<file path="src/rtl/mem_256x16_arb.sv">
// Two-requester round-robin arbiter and access sequencer for a shared
// 256x16 memory. The block grants one requester in IDLE, then spends one
// ACCESS cycle driving the memory. Read data returns registered, together
// with a one-cycle valid pulse.
module mem_256x16_arb #(
    parameter int AW = 8,
    parameter int DW = 16,
    parameter int CW = 16
) (
    input  logic          clk,
    input  logic          rst,
    input  logic          req_a,
    input  logic          wr_a,
    input  logic [AW-1:0] addr_a,
    input  logic [DW-1:0] wdata_a,
    output logic          gnt_a,
    output logic [DW-1:0] rdata_a,
    output logic          rvalid_a,
    input  logic          req_b,
    input  logic          wr_b,
    input  logic [AW-1:0] addr_b,
    input  logic [DW-1:0] wdata_b,
    output logic          gnt_b,
    output logic [DW-1:0] rdata_b,
    output logic          rvalid_b,
    output logic          mem_port_sel,
    output logic          mem_we_a,
    output logic          mem_we_b,
    output logic [AW-1:0] mem_addr_wa,
    output logic [AW-1:0] mem_addr_wb,
    output logic [DW-1:0] mem_data_wa,
    output logic [DW-1:0] mem_data_wb,
    input  logic [DW-1:0] mem_data_q,
    output logic [CW-1:0] cnt_a,
    output logic [CW-1:0] cnt_b,
    output logic          busy
);

    typedef enum logic {
        S_IDLE   = 1'b0,
        S_ACCESS = 1'b1
    } state_t;

    state_t          r_state;
    state_t          w_state_next;
    logic            r_last_b;    // 1 when the most recent grant went to B
    logic            r_sel;
    logic            r_wr;
    logic [AW-1:0]   r_addr;
    logic [DW-1:0]   r_wdata;

    logic            w_idle;
    logic            w_win_b;
    logic            w_xfer;
    logic            w_rd_done;
    logic [1:0]      w_gnt_v;

    assign w_idle = (r_state == S_IDLE);

    // B wins when it is the only requester, or on a tie when A went last.
    assign w_win_b = req_b && (!req_a || !r_last_b);

    assign gnt_a   = w_idle && !rst && req_a && !w_win_b;
    assign gnt_b   = w_idle && !rst && w_win_b;
    assign w_gnt_v = {gnt_b, gnt_a};
    assign w_xfer  = gnt_a || gnt_b;

    // A read completes at the edge that ends ACCESS; reset takes priority there.
    assign w_rd_done = (r_state == S_ACCESS) && !r_wr;

    // State register.
    always_ff @(posedge clk) begin
        if (rst) begin
            r_state <= S_IDLE;
        end else begin
            r_state <= w_state_next;
        end
    end

    // Next-state logic: a grant opens one ACCESS cycle, which always ends.
    always_comb begin
        w_state_next = r_state;
        case (r_state)
            S_IDLE:   if (w_xfer) w_state_next = S_ACCESS;
            S_ACCESS: w_state_next = S_IDLE;
            default:  w_state_next = S_IDLE;
        endcase
    end

    // Latch the winning command and remember who was granted.
    always_ff @(posedge clk) begin
        if (rst) begin
            r_last_b <= 1'b1;
            r_sel    <= 1'b0;
            r_wr     <= 1'b0;
            r_addr   <= '0;
            r_wdata  <= '0;
        end else if (w_xfer) begin
            r_last_b <= gnt_b;
            r_sel    <= gnt_b;
            r_wr     <= gnt_b ? wr_b    : wr_a;
            r_addr   <= gnt_b ? addr_b  : addr_a;
            r_wdata  <= gnt_b ? wdata_b : wdata_a;
        end
    end

    // Memory drive: only the selected port is active, and only during ACCESS.
    always_comb begin
        busy         = 1'b0;
        mem_port_sel = 1'b0;
        mem_we_a     = 1'b0;
        mem_we_b     = 1'b0;
        mem_addr_wa  = '0;
        mem_addr_wb  = '0;
        mem_data_wa  = '0;
        mem_data_wb  = '0;
        if (r_state == S_ACCESS) begin
            busy         = 1'b1;
            mem_port_sel = r_sel;
            if (r_sel) begin
                mem_we_b    = r_wr && !rst;
                mem_addr_wb = r_addr;
                mem_data_wb = r_wdata;
            end else begin
                mem_we_a    = r_wr && !rst;
                mem_addr_wa = r_addr;
                mem_data_wa = r_wdata;
            end
        end
    end

    // Per-requester grant counter and read-return path (0 = A, 1 = B).
    genvar gi;
    generate
        for (gi = 0; gi < 2; gi++) begin : g_chan
            logic [CW-1:0] r_cnt;
            logic [DW-1:0] r_rdata;
            logic          r_rvalid;

            // Count grants without wrapping; capture read data for this side.
            always_ff @(posedge clk) begin
                if (rst) begin
                    r_cnt    <= '0;
                    r_rdata  <= '0;
                    r_rvalid <= 1'b0;
                end else begin
                    r_rvalid <= 1'b0;
                    if (w_gnt_v[gi] && (r_cnt != {CW{1'b1}})) begin
                        r_cnt <= r_cnt + 1'b1;
                    end
                    if (w_rd_done && (r_sel == 1'(gi))) begin
                        r_rdata  <= mem_data_q;
                        r_rvalid <= 1'b1;
                    end
                end
            end
        end
    endgenerate

    assign cnt_a    = g_chan[0].r_cnt;
    assign cnt_b    = g_chan[1].r_cnt;
    assign rdata_a  = g_chan[0].r_rdata;
    assign rdata_b  = g_chan[1].r_rdata;
    assign rvalid_a = g_chan[0].r_rvalid;
    assign rvalid_b = g_chan[1].r_rvalid;

endmodule

</file>
<file path="config.mk">
export PLATFORM = sky130hd
export DESIGN_NAME = mem_256x16_arb
export DESIGN_NICKNAME = d
export VERILOG_FILES = /design/src/rtl/mem_256x16_arb.sv
export SDC_FILE = /design/constraint.sdc
export NUM_CORES = 1
export LEC_CHECK = 0
export CORE_ASPECT_RATIO = 1.25
export CORE_MARGIN = 4
export CORE_UTILIZATION = 43
export DETAILED_ROUTE_END_ITERATION = 7
export PLACE_DENSITY = 0.81
export SLEW_MARGIN = 20
export SYNTH_ARGS = -nofsm -noshare
export SYNTH_HDL_FRONTEND = slang
export SYNTH_SLANG_ARGS = --single-unit
export TNS_END_PERCENT = 20
</file>
<file path="constraint.sdc">
create_clock -name clk -period 2.02 [get_ports clk]
set_input_delay 0.606 -clock clk [delete_from_list [all_inputs] [get_ports clk]]
set_output_delay 0.606 -clock clk [all_outputs]
set_load 0.02 [all_outputs]
</file>
==> metrics.txt, run 1 <==
detailed-route vias per instance=around 5.6; crit-path cells=clkdlybuf4s15_1 > a211oi_2 > nand2_1 > inv_2 > buf_4; crit-path max cell delay=about 0.22 ns; final setup margin=0.02631 ns; Critical Path AT=approximately 1.4 ns; Die ar.=around 12000 µm²; Yosys top cell area share=0.4286; Final Max Slew Viols=0; largest area contributor in the netlist=dfxtp_1; initial antenna violation count=0; Syn Inst Count=552; class of the most critical setup path=in2out; syn nets=624; H-tree lvl count=3; Die Wd=98.38 µm; DP HPWL=10960 µm; post-route antenna net violation count=0; ys async rst share=0; Seq/Total Area, Yosys=0.4286; initial drt markers=195; synth unique cells=between 50 and 60; final cell count without fillers=a little under 900; outcome=finished, final reports clean; clock sinks=94; Mapped Area=4390 µm²; WP data required=1.41 ns; Max FO, Critical Path=3; clock slew seen by the registers of the worst setup and hold paths=0.08 ns; critical path endpoint category=output pin; worst-margin pin slew=0.6979 ns; Final period util=0.9870; first-pass GRT wire length=23630 µm; Ports=190; GRT Max-Usage Layer=met2; WL per Instance=16.44 µm; Avg Synthesized Cell Area=7.954 µm²; placed cells=around 870; number of flops mapped to enable cells by yosys=0; Filler Cells Inserted=between 800 and 900; met3 usage=0.06440; largest net degree at the start of global routing=about 50; Die Y=~120 µm; MaxCap Viol Count=0; Port-buffer cells=189; Rel. slew slack=0.5347; GP Congestion=~0.83; type of origin of the critical path=input port; top_reg_cell synth=dfxtp_1; Min-Delay Path Class=reg2reg; #FFs+latches synth=94; Final Hold Viols=0; drt total wl=14630 µm; # setup viols final=0; Final Cell Area=6878 µm²; CTS tree=yes; Net count, final=828; cell area power density=630.3 nW/µm²; Leak=2.928 nW; vias in the first global route=4904; area grow syn2layout=56.65%; # rows=41; diodes inserted=0; RSZ-0062 raised after global routing=true; layout cells sized above 1=0.1840; GRT Total Usage=0.2404; Worst Skew=0.008981 ns; worst-skew pair later-pin latency=0.35 ns; TritonCTS buffer count=9; Overflow after GRT=0; Peak VDD IR=about 500 µV; post-route setup TNS=0 ns; drt first pass iters=4; yosys synthesis warning count=0; GR Util met1=0.2792; Slowest cell on crit path=clkdlybuf4s15_1; pre-CTS setup slack=-0.7485 ns; final hold slack=approximately 0.46 ns; Core Footprint=between 10000 and 15000 µm²; placed cell area=6606 µm²; synth top area cells=dfxtp_1, nand2_1, a21oi_1; clock buffer depth=2; met2 Resource Use GR=0.4222; via count=4962; final worst path period need=1.994 ns; Root Buffer=clkbuf_16; # DRC=0; Max Fclk=approximately 0.50 GHz; starting density of the core=0.4367
[path summary, 6_finish.rpt]
check	from	to	slack, ns	cells after the start
min	rdata_b[14]	rdata_b[14]	0.46	2
min reg2reg	rdata_b[14]	rdata_b[14]	0.46	2
max	req_a	gnt_b	0.03	5
max reg2reg	r_state	cnt_a[11]	0.16	6
[sequential cells by signal, indices dropped and copies added, names as in the netlist]
register	flops
cnt_a	16
r_sel	1
r_addr	8
rvalid_b	1
cnt_b	16
r_state	1
r_last_b	1
rdata_a	16
rvalid_a	1
r_wr	1
r_wdata	16
rdata_b	16
[layer usage]
metal / up-vias / part of all wire
met1: 2333 / 0.39
met4: 0 / 0.018
met2: 213 / 0.52
met5: - / 0
met3: 20 / 0.079
li1: 2396 / -
[final cells by class]
class	count	area [µm²]	area share
Timing Repair Buffer	232	2132	0.3100
Sequential cell	94	1884	0.2740
Inverter	12	45.04	0.006549
Tap cell	129	161.4	0.02347
Multi-Input combinational cell	407	2357	0.3427
Clock buffer	9	225.2	0.03275
Clock inverter	7	72.57	0.01055
[worst max-delay path: cells and delay by family]
kind / cells / cell delay (ns)
buf+inv: 3 / 0.45
simple gates: 1 / 0.11
compound gates: 1 / 0.22
[cells in the mapped netlist, drive strengths merged (11+ instances only)]
| cell | count |
|---|---|
| a21oi | 48 |
| a311oi | 23 |
| and2 | 25 |
| and3 | 29 |
| clkbuf | 32 |
| dfxtp | 94 |
| inv | 12 |
| nand2 | 126 |
| nand3 | 14 |
| nor2 | 36 |
| o31ai | 11 |
| or4 | 11 |
[power by group]
part           total [mW]  internal [mW]  switching, mW
registers            1.99           1.93         0.0596
logic               0.672          0.341          0.331
clock network        1.67          0.876          0.798
total                4.33           3.15           1.19
[logic make-up (layout without fill, tap and decap cells)]
family / Yosys count / after routing / share of synthesized area
AO/OA/AOI/OAI: 120 / 120 / 0.1907
buffers and inverters: 51 / 260 / 0.04674
flip-flops: 94 / 94 / 0.4286
adder cells (fa/ha/maj): 2 / 2 / 0.005699
AND/OR/NAND/NOR: 281 / 281 / 0.3186
multiplexers: 4 / 4 / 0.009689
[metrics by stage]
| step | power [mW] | util |
|---|---|---|
| after floorplan | 2.299 | - |
| after global placement | 2.659 | 0.6570 |
| after detailed placement | 2.676 | 0.6570 |
| after CTS | 4.346 | 0.6799 |
| after global routing | 4.506 | 0.6840 |
| final | 4.335 | 0.6840 |
[placed cells by master (no fill, tap or decap), types with 18 or more instances in the layout]
| cell | instances |
|---|---|
| a21oi_1 | 48 |
| a311oi_1 | 23 |
| and2_4 | 18 |
| and3_1 | 29 |
| buf_4 | 43 |
| buf_6 | 24 |
| clkdlybuf4s50_1 | 103 |
| dfxtp_1 | 92 |
| dlygate4sd2_1 | 26 |
| nand2_1 | 126 |
| nor2_1 | 36 |
[what timing repair did]
| action | 4_1_cts | 5_1_grt |
|---|---|---|
| endpoints found under the setup margin | 86 | 58 |
| gates resized for setup | 207 | 97 |
| hold buffers | 0 | 0 |
| buffers inserted | 2 | 0 |
| cloned | 1 | 0 |
| pin swaps | 1 | 0 |
Note: power is estimated with default switching activity, not from simulation.
==> run 2, diff against run 1 <==
==> constraint.sdc (replaced) <==
create_clock -name clk -period 2.02 [get_ports clk]
set_input_delay 0.404 -clock clk [delete_from_list [all_inputs] [get_ports clk]]
set_output_delay 0.404 -clock clk [all_outputs]
set_load 0.02 [all_outputs]
==> run 2 against run 1 <==
  * Register-to-register slack is essentially flat
  * Setup slack gained 0.056 ns
  * Die area did not move
  * Total power decreased by 0.93%
  * Via count up 0.14%
  * Final area decreased by 0.93%
  * Largest power group unchanged
==> metrics.txt, run 2 (same netlist as run 1, synthesis figures left out) <==
Die Y=121.0 µm (unchanged); Leak=2.715 nW (was 2.928 nW); CTS tree=yes (unchanged); # setup viols final=0 (unchanged); post-route setup TNS=0 ns (unchanged); Final period util=0.9590 (was 0.9870); Max FO, Critical Path=17 (was 3); DP HPWL=10900 µm (was 10960 µm); Final Cell Area=6814 µm² (was 6878 µm²); Core Footprint=10050 µm² (unchanged); Final Hold Viols=0 (unchanged); MaxCap Viol Count=0 (unchanged); placed cell area=6554 µm² (was 6606 µm²); type of origin of the critical path=register (was input port); Max Fclk=0.5162 GHz (was 0.5016 GHz); TritonCTS buffer count=9 (unchanged); Overflow after GRT=0 (unchanged); clock sinks=94 (unchanged); # DRC=0 (unchanged); Die Wd=98.38 µm (unchanged); largest net degree at the start of global routing=48 (was 51); Rel. slew slack=0.5186 (was 0.5347); commonest non-fill, non-tap cells in the layout=clkdlybuf4s50_1, nand2_1, dfxtp_1 (was nand2_1, clkdlybuf4s50_1, dfxtp_1); worst-skew pair later-pin latency=0.34 ns (was 0.35 ns); Final Max Slew Viols=0 (unchanged); drt first pass iters=5 (was 4); diodes inserted=0 (unchanged); GRT Total Usage=0.2356 (was 0.2404); Tot Pwr=4.295 mW (was 4.335 mW); clock buffer depth=2 (unchanged); detailed-route vias per instance=5.634 (was 5.575); Comb pwr share=0.148 (was 0.155); # rows=41 (unchanged); post-route antenna net violation count=0 (unchanged); H-tree lvl count=3 (unchanged); pre-CTS setup slack=-0.3733 ns (was -0.7485 ns); WP data required=1.62 ns (was 1.41 ns); final worst path period need=1.937 ns (was 1.994 ns); clock slew seen by the registers of the worst setup and hold paths=0.07 ns (was 0.08 ns); Multi-input gate area=2320 µm² (was 2357 µm²); crit-path cells=nor2b_2 > buf_6 > and2_1 > clkdlybuf4s15_1 (was clkdlybuf4s15_1 > a211oi_2 > nand2_1 > inv_2 > buf_4); hold_buf cts=0 (unchanged); Worst Skew=0.007259 ns (was 0.008981 ns); GP Congestion=0.8634 (was 0.8297); Min-Delay Path Class=reg2reg (unchanged); class of the most critical setup path=reg2out (was in2out); Peak VDD IR=489.8 µV (was 500.0 µV); Root Buffer=clkbuf_16 (unchanged); Port-buffer cells=189 (unchanged); first-pass GRT wire length=23400 µm (was 23630 µm); RSZ-0062 raised after global routing=true (unchanged); Reg area=1882 µm² (was 1884 µm²); starting density of the core=0.4367 (unchanged); worst-margin pin slew=0.7220 ns (was 0.6979 ns); Reg power frac=0.461 (was 0.459); Sw Share=0.2740 (was 0.2742); WL per Instance=16.28 µm (was 16.44 µm); vias in the first global route=4940 (was 4904); crit path buf inv count=2 (was 3); Crit path max-delay family=buffers and inverters (unchanged); crit-path max cell delay=0.36 ns (was 0.22 ns); area grow syn2layout=55.20% (was 56.65%); Filler Cells Inserted=834 (was 839); drt total wl=14360 µm (was 14630 µm); Ports=190 (unchanged); initial drt markers=241 (was 195); Slowest cell on crit path=dfxtp_1 (was clkdlybuf4s15_1); outcome=finished, final reports clean (unchanged); Net count, final=820 (was 828); layout cells sized above 1=0.09031 (was 0.1840); Clk pwr share=0.391 (was 0.386); via count=4969 (was 4962); cell area power density=630.3 nW/µm² (about the same); initial antenna violation count=0 (unchanged); Critical Path AT=1.53 ns (was 1.39 ns); critical path endpoint category=output pin (unchanged); commonest non-fill, non-tap cell in the layout=clkdlybuf4s50_1 (was nand2_1); final setup margin=0.08273 ns (was 0.02631 ns); sw power=1.177 mW (was 1.189 mW); Die ar.=11900 µm² (unchanged); Pint=3.118 mW (was 3.146 mW)
run 2: cell types whose count changed in the layout (fill, tap and decap cells not counted), sizes merged:
cell	before	now
buf	79	37
clkdlybuf4s50	103	133
clkdlybuf4s15	3	14
clkbuf	23	13
dlygate4sd2	26	34
dlymetal6s2s	7	2
clkinvlp	1	0
inv	17	18
run 2: cell type report:
class | instances | area share
multi-input combinational | 407 | 0.3404
sequential | 94 | 0.2762
timing repair buffer | 224 | 0.3096
clock buffer | 9 | 0.03305
inverter | 12 | 0.006610
clock inverter | 7 | 0.01047
tap | 129 | 0.02369
run 2: worst paths after layout:
check,endpoint,from,slack (ns),cells after the start
min,rdata_a[5],rdata_a[5],0.46,2
min reg2reg,rdata_a[5],rdata_a[5],0.46,2
max,mem_data_wa[8],r_state,0.08,4
max reg2reg,cnt_b[14],r_state,0.15,6
run 2: tightest hold or removal path, cell delays in order, from the launching register on:
cell and delay [ns]:
dfxtp_1 0.31, nand2_1 0.05, a21oi_1 0.05
run 2: power by group through the flow:
| stage | logic, mW | registers, mW | clock network [mW] |
|---|---|---|---|
| after floorplan | 0.250 | 2.05 | 0 |
| after global placement | 0.629 | 2.02 | 0 |
| after detailed placement | 0.645 | 2.02 | 0 |
| after CTS | 0.635 | 1.98 | 1.71 |
| after global routing | 0.685 | 1.99 | 1.79 |
| final | 0.634 | 1.98 | 1.68 |
run 2: stage by stage:
| stage | utilization | hold WS [ns] | cells |
|---|---|---|---|
| after detailed placement | 0.6518 | 0.4494 | 866 |
| after floorplan | - | 0.4625 | 552 |
| after CTS | 0.6765 | 0.4598 | 882 |
| final | 0.6777 | 0.4564 | 882 |
| after global placement | 0.6518 | 0.4416 | 866 |
| after global routing | 0.6777 | 0.4731 | 882 |
run 2: layer usage:
metal  track usage  routed length, µm  part of all wire  vias to the layer above
li1              -                  -                 -                     2379
met1        0.2687               5673              0.40                     2391
met2        0.4260               7439              0.52                      183
met3       0.05808               1045             0.073                       16
met4       0.08113                199             0.014                        0
met5             0                  0                 0                        -
run 2: repair_timing:
action | in CTS | in global routing
gates resized for setup | 69 | 19
setup buffers | 0 | 0
pin swaps | 1 | 1
setup endpoints to repair | 53 | 32
